--- src/rtl/key_event_decoder_pkg.sv ---
// Shared state encodings and timing helpers for the key gesture decoder.
package key_event_decoder_pkg;

   localparam logic [2:0] ST_IDLE      = 3'd0;
   localparam logic [2:0] ST_PRESSED   = 3'd1;
   localparam logic [2:0] ST_LONG_HELD = 3'd2;
   localparam logic [2:0] ST_WAIT_2ND  = 3'd3;
   localparam logic [2:0] ST_PRESSED2  = 3'd4;

   function automatic int ms_to_cyc(input int clk_freq, input int ms);
      return clk_freq / 1000 * ms;
   endfunction

   function automatic int max_int(input int a, input int b);
      return (a > b) ? a : b;
   endfunction

endpackage

--- src/rtl/key_event_decoder_fsm.sv ---
// One key's gesture FSM: turns press/release strobes into click, double-click and long-press pulses.
module key_event_fsm
   import key_event_decoder_pkg::*;
#(
   parameter int LONG_CYC = 1000,
   parameter int DBL_CYC  = 300,
   parameter int CNT_W    = 10
) (
   input  logic sys_clk,
   input  logic sys_rst_n,
   input  logic press,
   input  logic release_key,
   output logic click_pulse,
   output logic dbl_pulse,
   output logic long_pulse
);

   localparam logic [CNT_W-1:0] LONG_LAST = CNT_W'(LONG_CYC - 1);
   localparam logic [CNT_W-1:0] DBL_LAST  = CNT_W'(DBL_CYC - 1);
   localparam logic [CNT_W-1:0] CNT_MAX   = {CNT_W{1'b1}};

   logic [2:0]       state;
   logic [CNT_W-1:0] cnt;

   // Key events are tested before timeouts so an event on the deadline cycle wins.
   always_ff @(posedge sys_clk or negedge sys_rst_n) begin
      if (!sys_rst_n) begin
         state       <= ST_IDLE;
         cnt         <= '0;
         click_pulse <= 1'b0;
         dbl_pulse   <= 1'b0;
         long_pulse  <= 1'b0;
      end else begin
         click_pulse <= 1'b0;
         dbl_pulse   <= 1'b0;
         long_pulse  <= 1'b0;
         case (state)
            ST_IDLE: begin
               if (press) begin
                  state <= ST_PRESSED;
                  cnt   <= '0;
               end
            end
            ST_PRESSED: begin
               if (release_key) begin
                  state <= ST_WAIT_2ND;
                  cnt   <= '0;
               end else if (cnt == LONG_LAST) begin
                  state      <= ST_LONG_HELD;
                  cnt        <= '0;
                  long_pulse <= 1'b1;
               end else if (cnt != CNT_MAX) begin
                  cnt <= cnt + CNT_W'(1);
               end
            end
            ST_LONG_HELD: begin
               if (release_key) begin
                  state <= ST_IDLE;
                  cnt   <= '0;
               end
            end
            ST_WAIT_2ND: begin
               if (press) begin
                  state <= ST_PRESSED2;
                  cnt   <= '0;
               end else if (cnt == DBL_LAST) begin
                  state       <= ST_IDLE;
                  cnt         <= '0;
                  click_pulse <= 1'b1;
               end else if (cnt != CNT_MAX) begin
                  cnt <= cnt + CNT_W'(1);
               end
            end
            ST_PRESSED2: begin
               if (release_key) begin
                  state     <= ST_IDLE;
                  cnt       <= '0;
                  dbl_pulse <= 1'b1;
               end else if (cnt == LONG_LAST) begin
                  state      <= ST_LONG_HELD;
                  cnt        <= '0;
                  long_pulse <= 1'b1;
               end else if (cnt != CNT_MAX) begin
                  cnt <= cnt + CNT_W'(1);
               end
            end
            default: begin
               state <= ST_IDLE;
               cnt   <= '0;
            end
         endcase
      end
   end

endmodule

--- src/rtl/key_event_decoder.sv ---
// Turns the debounced key stream into per-key gesture events (click, double click, long press) and held levels.
module key_event_decoder
   import key_event_decoder_pkg::*;
#(
   parameter int KEY_NUM  = 4,
   parameter int CLK_FREQ = 50_000_000,
   parameter int LONG_MS  = 1000,
   parameter int DBL_MS   = 300
) (
   input  logic               sys_clk,
   input  logic               sys_rst_n,
   input  logic               key_flag,
   input  logic [KEY_NUM-1:0] key_value,
   output logic [KEY_NUM-1:0] key_held,
   output logic [KEY_NUM-1:0] click_pulse,
   output logic [KEY_NUM-1:0] dbl_pulse,
   output logic [KEY_NUM-1:0] long_pulse
);

   localparam int LONG_CYC = ms_to_cyc(CLK_FREQ, LONG_MS);
   localparam int DBL_CYC  = ms_to_cyc(CLK_FREQ, DBL_MS);
   localparam int CNT_W    = $clog2(max_int(LONG_CYC, DBL_CYC) + 1);

   logic [KEY_NUM-1:0] image;
   logic [KEY_NUM-1:0] press;
   logic [KEY_NUM-1:0] release_key;

   // Edges are judged against the image of the previous flag, not the live key level.
   assign press       = {KEY_NUM{key_flag}} & image & ~key_value;
   assign release_key = {KEY_NUM{key_flag}} & ~image & key_value;

   always_ff @(posedge sys_clk or negedge sys_rst_n) begin
      if (!sys_rst_n) begin
         image    <= '1;
         key_held <= '0;
      end else if (key_flag) begin
         image    <= key_value;
         key_held <= ~key_value;
      end
   end

   for (genvar k = 0; k < KEY_NUM; k++) begin : g_key
      key_event_fsm #(
         .LONG_CYC (LONG_CYC),
         .DBL_CYC  (DBL_CYC),
         .CNT_W    (CNT_W)
      ) u_fsm (
         .sys_clk     (sys_clk),
         .sys_rst_n   (sys_rst_n),
         .press       (press[k]),
         .release_key (release_key[k]),
         .click_pulse (click_pulse[k]),
         .dbl_pulse   (dbl_pulse[k]),
         .long_pulse  (long_pulse[k])
      );
   end

endmodule

--- config.mk ---
export PLATFORM = sky130hd
export DESIGN_NAME = key_event_decoder
export DESIGN_NICKNAME = d
export VERILOG_FILES = /design/src/rtl/key_event_decoder_pkg.sv /design/src/rtl/key_event_decoder_fsm.sv /design/src/rtl/key_event_decoder.sv
export SDC_FILE = /design/constraint.sdc
export NUM_CORES = 1
export LEC_CHECK = 0
export BUFFER_PORTS_ARGS = -buffer_cell sky130_fd_sc_hd__buf_2
export CAP_MARGIN = 20
export CORE_ASPECT_RATIO = 0.7
export CORE_UTILIZATION = 55
export CTS_BUF_LIST = sky130_fd_sc_hd__clkbuf_4
export DETAILED_ROUTE_END_ITERATION = 8
export PLACE_DENSITY = 0.84
export SYNTH_ARGS = -nofsm -noshare
export SYNTH_HDL_FRONTEND = slang
export SYNTH_SLANG_ARGS = --single-unit
--- constraint.sdc ---
create_clock -name sys_clk -period 3.1 [get_ports sys_clk]
set_input_delay 0.155 -clock sys_clk [delete_from_list [all_inputs] [get_ports sys_clk]]
set_output_delay 0.155 -clock sys_clk [all_outputs]
set_load 0.01 [all_outputs]
=== Yosys cells after proc, flatten, opt, wreduce, memory -nomap -nowiden ===
Index checks and enable logic that the tools add are counted.

* Add/sub/neg operators: 4
* Equal/unequal tests: 40
* Multiplexer cells: 96
* Bitwise gates (word level): 6
* Reductions and logical operators: 16

{| class="wikitable"
|+ Operator list
! cell !! number
|-
| $mux W26 || 28
|-
| $pmux W26 S4 || 4
|-
| $add A26 B1 Y26 const B || 4
|-
| $eq A26 B24 Y1 const B || 4
|-
| $eq A26 B26 Y1 const B || 4
|-
| $ne A26 B26 Y1 const B || 4
|-
| $mux W3 || 28
|-
| $pmux W3 S5 || 4
|-
| $mux W1 || 32
|-
| $eq A3 B2 Y1 const B || 8
|-
| $and A4 B4 Y4 || 4
|-
| $ne A2 B2 Y1 const B || 8
|-
| $eq A3 B1 Y1 const B || 4
|-
| $eq A3 B3 Y1 const B || 4
|-
| $logic_not A3 Y1 || 4
|-
| $ne A3 B2 Y1 const B || 4
|-
| $reduce_and A3 Y1 || 4
|-
| $not A4 Y4 || 2
|-
| $reduce_and A2 Y1 || 4
|-
| $reduce_or A2 Y1 || 4
|}

* Register bits: 136
* Input port bits: 7
* Output and inout port bits: 16
* Word-level logic and storage cells: 184

=== Depth between registers and ports, before layout ===
Gate-level depths: netlist (run 1).

* Depth after elaboration: 5
* Depth in mapped cells: 9
* Mapped depth without buffers: 7

=== By module ===
From an unflattened synthesis (run 1), not the netlist that was laid out.

* Cells, all modules: 859
* Area, all modules: 8,061.5 um^2

{| class="wikitable"
|+ By module, submodules not included
! module !! times used !! cells an instance !! area each (um^2) !! sequential area each (um^2)
|-
| key_event_fsm (g_key[0].u_fsm ...) || 3 || 205 || 1,914.3 || 800.8
|-
| key_event_fsm (g_key[3].u_fsm) || 1 || 209 || 1,941.9 || 800.8
|-
| key_event_decoder || 1 || 35 || 376.6 || 205.2
|}

=== Worst setup path before layout (run 1) ===
Ideal clock, no wire load.

* Path kind: flip-flop to flip-flop
* Start point: reg g_key[1].u_fsm.cnt[11]
* End point: reg g_key[1].u_fsm.cnt[21]
* Library setup time: 0.124 ns
* Arrival time: 2.281 ns
* Required time: 2.976 ns
* Path slack: 0.695 ns
* Cell stages (with the launch flop): 8
* Path buffers: 1
* Period minus slack after synthesis: 2.405 ns
* Cells stage by stage: dfrtp_1 > or3_1 > or4_1 > or4_4 > a22o_2 > buf_6 > a32oi_2 > nand2_1

* Longest elaborated chain between the ends: 5
* Elaborated cells between the ends (all ways): 10
* Classes of those cells: add/sub (1); eq/ne (3); mux (6)

{| class="wikitable"
|+ Ends and longest elaborated chain
! element !! line !! source
|-
| start, declared || key_event_decoder_fsm.sv:23 || <nowiki>logic [CNT_W-1:0] cnt;</nowiki>
|-
| start signal, assigned || key_event_decoder_fsm.sv:53 || <nowiki>cnt <= cnt + CNT_W'(1);</nowiki>
|-
| start signal, assigned || key_event_decoder_fsm.sv:71 || <nowiki>cnt <= cnt + CNT_W'(1);</nowiki>
|-
| start signal, assigned || key_event_decoder_fsm.sv:84 || <nowiki>cnt <= cnt + CNT_W'(1);</nowiki>
|-
| $add A26 B1 Y26 or $ne A26 B26 Y1 (tied branches) || -- ||
|-
| $mux W26 || key_event_decoder_fsm.sv:52, key_event_decoder_fsm.sv:70, key_event_decoder_fsm.sv:83 ||
|-
| $mux W26 (on tied branches) || key_event_decoder_fsm.sv:79, key_event_decoder_fsm.sv:66 ||
|-
| $mux W26 (on tied branches) || key_event_decoder_fsm.sv:75, key_event_decoder_fsm.sv:63 ||
|-
| $pmux W26 S4 * || key_event_decoder_fsm.sv:37 || <nowiki>case (state)</nowiki>
|}

Every way passes the cells marked *; elsewhere a longest branch is shown, timed or not.
A chain may end at the register's enable or synchronous reset.

=== Final worst setup path (run 1) ===
* Start point: reg g_key[2].u_fsm.cnt[0]
* End point: reg g_key[2].u_fsm.cnt[1]

* Longest elaborated chain between the ends: 5
* Elaborated cells between the ends (all ways): 10
* Classes of those cells: add/sub (1); eq/ne (3); mux (6)

{| class="wikitable"
|+ Ends and longest elaborated chain
! element !! line
|-
| start, declared || key_event_decoder_fsm.sv:23
|-
| start signal, assigned || key_event_decoder_fsm.sv:53
|-
| start signal, assigned || key_event_decoder_fsm.sv:71
|-
| start signal, assigned || key_event_decoder_fsm.sv:84
|-
| $add A26 B1 Y26 or $ne A26 B26 Y1 (tied branches) || --
|-
| $mux W26 || key_event_decoder_fsm.sv:52, key_event_decoder_fsm.sv:70, key_event_decoder_fsm.sv:83
|-
| $mux W26 (on tied branches) || key_event_decoder_fsm.sv:48, key_event_decoder_fsm.sv:66
|-
| $mux W26 (on tied branches) || key_event_decoder_fsm.sv:45, key_event_decoder_fsm.sv:63
|-
| $pmux W26 S4 * || key_event_decoder_fsm.sv:37
|}

Marks and branches as above.

==> results.toml, run 1 <==
[synth]
synth_edf_count = 0
synth_top_cells_by_count = "132 x dfrtp_1, 99 x nor2_1, 78 x nand2_1"
synth_area_leaders = "dfrtp_1 42%, nor2_1 4.8%, nand2_1 3.7%, nand3_1 3.7%, xor2_1 3.5%"
synth_top_area_share_pct = 42.25
ys_warn_count = 0
ys_seq_elements = 136
synthFlopType = "dfrtp_1"
synth_top_cell_by_area = "dfrtp_1"
syn-cell-area_um2 = 7819
yosysMostFrequentCell = "dfrtp_1"
syn_area_per_cell_um2 = 8.845
synth_cell_type_count = 71
syn_inst = 884
async_reset_ff_share_pct = 100.0
ys_seq_area_share_pct = 43.59
synth_nets = 895

[layout]
fill_cells = 1200
insertedDiodeCount = 0
fin_cells = 1108
drive_gt1_share_pct = 11.22
post-route-util_pct = 61.26
fin_nets = 917
syn_to_final_growth_pct = 8.705

[power]
power_switching_share_pct = 36.75
power.density_nw_per_um2 = 587.7
vdd_ir_drop_max_mv = 0.2548
p_int_w = 0.003160
p_switching_w = 0.001836
combPwrFrac_pct = 31.5
p_clk_share_pct = 26.1
p_seq_share_pct = 42.5
p_leak_nw = 3.573

[clock_tree]
post_cts_buffers = 0
h-tree-depth = 4
cts_resized = 0
root_buffer = "clkbuf_4"
numCtsBuffers = 17
ctsHoldBuffers = 5
clock_sinks = 136
cts_tree = "yes"
clk_path_buf_depth = 2
clk_pin_slew_worst_paths_ns = 0.12
worstSkewPairLatency_ns = 0.54

[routing]
postRouteAntennaNets = 0
drcViolationCount = 0
via_count = 6738
wl_per_cell_um = 15.28
drt_iter0_drc = 560
vias_per_cell = 6.081
dr.pass1.iters = 5
wl_um = 16930

[sta]
hold_viol = 0
setup_ws_ns = 0.4301
fin_crit_ns = 2.670
slew_headroom_pct = 41.63
setup_viol = 0
finalSetupTns_ns = 0
max_freq_mhz = 374.5
drv_slew = 0
fin_crit_sh_pct = 86.13
fin_worst_skew_ns = 0.02022
rsz0062_at_grt = "false"
tightest_slew_ns = 0.8739
holdWs_ns = 0.02013

[placement]
portBuffers = 22
hpwl_um = 11720
pre_cts_slack_ns = 0.3919
gp_congestion = 0.8887
placed_cells = 1071

[floorplanning]
chipHeight_um = 101.8
start_util_pct = 56.36
ios = 23
core_area_um2 = 13870
rows = 36
die_x_um = 144.5
die-area_um2 = 14700

[global_route]
antenna_found_initial = 0
grt_pass1_wl_um = 29650
grt_pass1_vias = 6190
grt.total_usage_pct = 25.30
grt_overflow = 0
grt_start_max_net_pins = 83

[worst_setup_path]
worstSetupPathType = "flop to flop"
arrival_ns = 3.08
cp_max_fo = 17
cp_data_required_time_ns = 3.51
cp-start-kind = "flop"
worstSetupEndpointType = "flop"

[min_path]
hp-class = "input port to flop"

[flow_run]
maxCapViolations = 0

[outcome]
outcome = "finished clean"
==> final timing paths <==
path / startpoint / endpoint / slack [ns] / cells past startpoint
max: g_key[2].u_fsm.cnt[0]$_DFFE_PN0P_ / g_key[2].u_fsm.cnt[1]$_DFFE_PN0P_ / 0.43 / 8
min: key_flag / key_held[1]$_DFFE_PN0P_ / 0.02 / 2
max reg2reg: g_key[2].u_fsm.cnt[0]$_DFFE_PN0P_ / g_key[2].u_fsm.cnt[1]$_DFFE_PN0P_ / 0.43 / 8
min reg2reg: g_key[3].u_fsm.state[2]$_DFFE_PN0P_ / g_key[3].u_fsm.state[0]$_DFFE_PN0P_ / 0.51 / 1
max in group asynchronous: sys_rst_n / image[1]$_DFFE_PN1P_ / 2.05 / 3
min in group asynchronous: sys_rst_n / g_key[2].u_fsm.cnt[6]$_DFFE_PN0P_ / 0.22 / 2
==> cells in the final DEF, fill, tap and decap left out, types with 6 or more instances in the layout <==
cell / instances
xor2_1: 31
a21oi_1: 49
nor2_1: 99
and2_1: 15
nor4_1: 16
nand2_1: 78
dfrtp_1: 132
nand3b_1: 12
inv_1: 27
o21ai_0: 26
or4_1: 7
mux2i_1: 8
buf_4: 22
nand3_1: 58
clkbuf_4: 20
a31oi_1: 21
or3_1: 10
nor3_1: 27
o31ai_1: 6
nor4b_1: 6
and4_1: 15
nor2b_1: 11
nand4_1: 37
xnor2_1: 25
and3_1: 19
buf_2: 21
==> power groups by stage <==
stage / clock (W) / sequential, W / combinational, W
after detailed placement: 0 / 0.00215 / 0.00154
after global routing: 0.00140 / 0.00215 / 0.00177
after floorplan: 0 / 0.00207 / 0.00116
after global placement: 0 / 0.00214 / 0.00149
after CTS: 0.00132 / 0.00212 / 0.00155
final: 0.00130 / 0.00212 / 0.00157
==> through the flow <==
step	cell area [um^2]	total power (W)
finish	8499	0.004995
global route	8499	0.005327
CTS	8484	0.004982
detailed placement	8129	0.003684
global placement	8129	0.003631
floorplan	7819	0.003229
==> cell type report <==
class | count | area (um^2) | area share, %
Clock inverter | 11 | 155.1 | 1.825
Timing Repair Buffer | 51 | 366.6 | 4.313
Tap cell | 190 | 237.7 | 2.797
Multi-Input combinational cell | 673 | 4080 | 48.01
Inverter | 27 | 101.3 | 1.192
Sequential cell | 136 | 3408 | 40.10
Clock buffer | 20 | 150.1 | 1.767
==> state kept, by name, summed over array words and instances (netlist names) <==
signal	count
g_key.u_fsm.cnt	104
g_key.u_fsm.state	12
g_key.u_fsm.click_pulse	4
g_key.u_fsm.long_pulse	4
key_held	4
image	4
g_key.u_fsm.dbl_pulse	4
==> critical path, cell delays in order (launching register included) <==
cell and delay (ns):
dfrtp_1 0.43, ha_1 0.21, and4_1 0.24, nand2_1 0.12, o41ai_1 0.65, o21ai_2 0.38, buf_8 0.26, a21oi_1 0.16
o22ai_1 0.10
==> logic make-up after synthesis <==
group	after synthesis	synth area share [%]
DFF	136	43.59
adders and majority gates	4	0.6401
muxes	12	1.600
AOI/OAI and AO/OA	164	14.00
buffers and inverters	75	4.353
xor gates and xnor gates	56	6.273
and+or+nand+nor	437	29.54
==> metal layers <==
metal  vias up  global-route usage (%)  routed length (um)
met3        21                   4.397                 898
li1       3273                       -                   -
met4         0                   7.773                 213
met5         -                       0                   0
met2       215                   37.76                7283
met1      3229                   37.47                8532
(Power assumes the default switching activity.)
==> run 2: changes to the inputs <==
--- a/config.mk
+++ b/config.mk
@@ -11,7 +11,7 @@
 export CORE_UTILIZATION = 55
 export CTS_BUF_LIST = sky130_fd_sc_hd__clkbuf_4
 export DETAILED_ROUTE_END_ITERATION = 8
-export PLACE_DENSITY = 0.84
+export PLACE_DENSITY = 0.72
 export SYNTH_ARGS = -nofsm -noshare
 export SYNTH_HDL_FRONTEND = slang
 export SYNTH_SLANG_ARGS = --single-unit
==> results.toml, run 2 (synthesized netlist as in run 1, its figures left out) <==
[layout]
stdcell_area_um2 = 8488
largest_reg_flops = 104
drive_gt1_share_pct = 11.01
reg.largest.list = "g_key.u_fsm.cnt (104), g_key.u_fsm.state (12)"
mostFrequentLayoutCell = "dfrtp_1"
final_cell_mix = "132 x dfrtp_1, 99 x nor2_1, 78 x nand2_1"
fin_nets = 915
insertedDiodeCount = 0
syn_to_final_growth_pct = 8.561
largest_register = "g_key.u_fsm.cnt"

[placement]
placed_cell_area_um2 = 8087
hpwl_um = 12600
portBuffers = 22
gp_congestion = 0.9326

[worst_setup_path]
cp-start-kind = "flop"
worstSetupPathType = "flop to flop"
cp_max_fo = 15
worstSetupEndpointType = "flop"
reg2reg_from = "g_key[2].u_fsm.cnt[0]$_DFFE_PN0P_"
cp-startpoint = "g_key[2].u_fsm.cnt[0]$_DFFE_PN0P_"
cp_data_required_time_ns = 3.49
arrival_ns = 3.14

[global_route]
grt.total_usage_pct = 26.33
antenna_found_initial = 0
grt_start_max_net_pins = 77
grt_pass1_vias = 6255
grt_pass1_wl_um = 30440
grt_overflow = 0

[sta]
slew_headroom_pct = 48.96
fin_worst_skew_ns = 0.01746
rsz0062_at_grt = "false"
fin_crit_ns = 2.752
fin_crit_sh_pct = 88.79
finalSetupTns_ns = 0
drv_slew = 0
max_freq_mhz = 363.3
hold_viol = 0
setup_viol = 0
holdWs_ns = 0.07142
tightest_slew_ns = 0.7598

[routing]
vias_per_cell = 6.197
via_count = 6860
dr.pass1.iters = 7
drt_iter0_drc = 616
wl_um = 18320
wl_per_cell_um = 16.55
postRouteAntennaNets = 0
drcViolationCount = 1

[power]
vdd_ir_drop_max_mv = 0.3079
p_clk_share_pct = 26.2
p_leak_nw = 3.562
finalPower_w = 0.005010
combPwrFrac_pct = 31.4
p_seq_share_pct = 42.3
power_switching_share_pct = 37.34
power.density_nw_per_um2 = 590.2
p_switching_w = 0.001871
p_int_w = 0.003139

[clock_tree]
cts_resized = 0
cts_tree = "yes"
clock_sinks = 136
ctsHoldBuffers = 7
h-tree-depth = 4
worstSkewPairLatency_ns = 0.53
root_buffer = "clkbuf_4"
clk_pin_slew_worst_paths_ns = 0.12
post_cts_buffers = 0
numCtsBuffers = 17
clk_path_buf_depth = 2

[outcome]
outcome = "complete, but fails checks"
violations = "DRC"

[floorplanning]
core_area_um2 = 13870
rows = 36
start_util_pct = 56.36
die_x_um = 144.5
ios = 23
chipHeight_um = 101.8
die-area_um2 = 14700

[min_path]
hp-class = "input port to flop"
holdCritStartpoint = "key_flag"

[flow_run]
maxCapViolations = 0
[run 2: changes by cell type in the layout (fill, tap and decap cells not counted), sizes merged]
cell / previous run / this run
clkbuf: 20 / 19
inv: 27 / 28
dlygate4sd3: 5 / 7
clkinv: 6 / 7
buf: 46 / 42
[run 2: path summary, 6_finish.rpt]
path / slack, ns / cells past startpoint / endpoint
max: 0.35 / 7 / g_key[2].u_fsm.cnt[6]$_DFFE_PN0P_
max reg2reg: 0.35 / 7 / g_key[2].u_fsm.cnt[6]$_DFFE_PN0P_
min in group asynchronous: 0.22 / 2 / g_key[1].u_fsm.state[0]$_DFFE_PN0P_
max in group asynchronous: 2.00 / 3 / image[2]$_DFFE_PN1P_
min: 0.07 / 3 / g_key[2].u_fsm.dbl_pulse$_DFF_PN0_
min reg2reg: 0.50 / 1 / g_key[3].u_fsm.state[0]$_DFFE_PN0P_
[run 2: area by class of cell]
class                      instances  area [um^2]
fill                            1196         5385
multi-input combinational        673         4080
sequential                       136         3408
timing repair buffer              49        340.3
tap                              190        237.7
clock inverter                    13        177.7
clock buffer                      19        142.6
inverter                          27        101.3
[run 2: routing by layer]
metal  GRT usage [%]  share of wire (%)  vias up
met5               0                  0        -
met4           7.287               0.87        0
met3           5.248                5.7       26
met2           40.87                 46      215
met1           37.56                 48     3335
li1                -                  -     3284
[run 2: stage by stage]
| step | cells | worst slack, ns | utilization, % |
|---|---|---|---|
| after global routing | 1107 | 0.1414 | 61.18 |
| after global placement | 1067 | 0.5255 | 58.29 |
| after detailed placement | 1067 | 0.3338 | 58.29 |
| final | 1107 | 0.3475 | 61.18 |
| after CTS | 1106 | 0.2870 | 61.10 |
| after floorplan | 884 | 0.6952 | - |
[run 2: critical path, stage by stage, from the launching register on]
cell	delay [ns]
dfrtp_1	0.43
ha_1	0.21
and4_1	0.22
nand2_1	0.13
o41ai_1	0.73
o21a_1	0.58
a2bb2oi_1	0.23
o31ai_1	0.10
[run 2: power by group through the flow]
stage	Sequential [W]	Combinational [W]	Clock (W)
3_5_place_dp	0.00215	0.00153	0
2_1_floorplan	0.00207	0.00116	0
4_1_cts	0.00211	0.00155	0.00134
5_1_grt	0.00215	0.00175	0.00144
6_report	0.00212	0.00158	0.00131
3_3_place_gp	0.00213	0.00145	0
==> run 3: changes to the inputs <==
--- a/config.mk
+++ b/config.mk
@@ -11,7 +11,7 @@
 export CORE_UTILIZATION = 55
 export CTS_BUF_LIST = sky130_fd_sc_hd__clkbuf_4
 export DETAILED_ROUTE_END_ITERATION = 8
-export PLACE_DENSITY = 0.72
+export PLACE_DENSITY = 0.75
 export SYNTH_ARGS = -nofsm -noshare
 export SYNTH_HDL_FRONTEND = slang
 export SYNTH_SLANG_ARGS = --single-unit
==> results.toml, run 3 (synthesized netlist as in run 1, its figures left out) <==
[outcome]
outcome = "finished clean"

[clock_tree]
ctsHoldBuffers = 5
numCtsBuffers = 17
h-tree-depth = 4
cts_tree = "yes"
clock_sinks = 136
cts_resized = 0
clk_path_buf_depth = 2
worstSkewPairLatency_ns = 0.55
root_buffer = "clkbuf_4"
post_cts_buffers = 0
clk_pin_slew_worst_paths_ns = 0.12

[global_route]
antenna_found_initial = 0
grt_pass1_wl_um = 29300
grt_pass1_vias = 5943
grt_start_max_net_pins = 72
grt_overflow = 0
grt.total_usage_pct = 25.21

[sta]
hold_viol = 0
slew_headroom_pct = 44.89
finalSetupTns_ns = 0
rsz0062_at_grt = "false"
fin_crit_sh_pct = 86.69
fin_worst_skew_ns = 0.02213
max_freq_mhz = 372.1
tightest_slew_ns = 0.8203
setup_viol = 0
fin_crit_ns = 2.687
setup_ws_ns = 0.4126
drv_slew = 0

[layout]
largest_reg_flops = 104
post-route-util_pct = 61.22
drive_gt1_share_pct = 11.32
multi_input_area_um2 = 4080
reg.largest.list = "g_key.u_fsm.cnt (104), g_key.u_fsm.state (12)"
largest_register = "g_key.u_fsm.cnt"
mostFrequentLayoutCell = "dfrtp_1"
final_cell_mix = "132 x dfrtp_1, 99 x nor2_1, 78 x nand2_1"
insertedDiodeCount = 0
fill_cells = 1215
fin_nets = 917
stdcell_area_um2 = 8493
syn_to_final_growth_pct = 8.625
regArea_um2 = 3408

[placement]
placed_cell_area_um2 = 8125
gp_congestion = 0.8701
pre_cts_slack_ns = 0.4509
hpwl_um = 11860
portBuffers = 22

[routing]
via_count = 6652
vias_per_cell = 5.998
wl_per_cell_um = 15.41
postRouteAntennaNets = 0
drcViolationCount = 0
drt_iter0_drc = 610
wl_um = 17100
dr.pass1.iters = 5

[floorplanning]
chipHeight_um = 101.8
core_area_um2 = 13870
rows = 36
ios = 23
start_util_pct = 56.36
die-area_um2 = 14700
die_x_um = 144.5

[worst_setup_path]
cp_max_fo = 17
arrival_ns = 3.08
cp-start-kind = "flop"
worstSetupEndpointType = "flop"
worstSetupPathType = "flop to flop"
cp_data_required_time_ns = 3.50

[min_path]
hp-class = "input port to async pin"

[flow_run]
maxCapViolations = 0

[power]
power.density_nw_per_um2 = 577.5
vdd_ir_drop_max_mv = 0.2608
finalPower_w = 0.004905
p_leak_nw = 3.568
[run 3: cell types whose count changed in the layout (fill, tap and decap cells not counted), sizes merged]
cell and change:
buf +3, bufinv -1, clkbuf -1, clkinv +3, dlygate4sd3 -1, inv -1
[run 3: critical path: stages (launching register included)]
cell	delay, ns
dfrtp_1	0.42
ha_1	0.21
and4_1	0.24
nand2_1	0.13
o41ai_1	0.62
o21ai_2	0.36
buf_8	0.25
a21oi_1	0.19
o22ai_1	0.12
[run 3: cell type report]
type,instances,share of cell area (%)
Clock buffer,18,1.591
Clock inverter,14,1.856
Inverter,27,1.193
Multi-Input combinational cell,673,48.04
Sequential cell,136,40.13
Tap cell,190,2.799
Timing Repair Buffer,51,4.390
[run 3: path summary, 6_finish.rpt]
| kind | cells past startpoint | slack [ns] | from | end |
|---|---|---|---|---|
| worst max-delay path | 8 | 0.41 | g_key[2].u_fsm.cnt[0]$_DFFE_PN0P_ | g_key[2].u_fsm.cnt[1]$_DFFE_PN0P_ |
| worst min-delay path | 2 | 0.17 | sys_rst_n | g_key[1].u_fsm.cnt[6]$_DFFE_PN0P_ |
| worst max register to register | 8 | 0.41 | g_key[2].u_fsm.cnt[0]$_DFFE_PN0P_ | g_key[2].u_fsm.cnt[1]$_DFFE_PN0P_ |
| worst min register to register | 1 | 0.52 | g_key[3].u_fsm.state[2]$_DFFE_PN0P_ | g_key[3].u_fsm.state[0]$_DFFE_PN0P_ |
| max in group asynchronous | 3 | 2.14 | sys_rst_n | image[1]$_DFFE_PN1P_ |
| min in group sys_clk | 3 | 0.37 | key_value[3] | key_held[3]$_DFFE_PN0P_ |
[run 3: stage by stage]
step,cells,hold WS [ns]
after floorplan,884,-0.1406
after global placement,1069,0.2210
after detailed placement,1070,0.2188
after CTS,1107,0.0007749
after global routing,1109,0.2120
final,1109,0.1721
[run 3: layer usage]
metal / up-vias / part of all wire, % / GRT usage [%]
li1: 3275 / - / -
met1: 3175 / 53 / 39.48
met2: 191 / 41 / 34.84
met3: 11 / 5.5 / 4.492
met4: 0 / 0.82 / 7.692
met5: - / 0 / 0
[run 3: report_power, final]
part / switching, W / total (W) / internal, W
Combinational: 0.000985 / 0.00156 / 0.000575
Clock: 0.000669 / 0.00123 / 0.000560
Sequential: 0.000199 / 0.00212 / 0.00192
Total: 0.00185 / 0.00490 / 0.00305
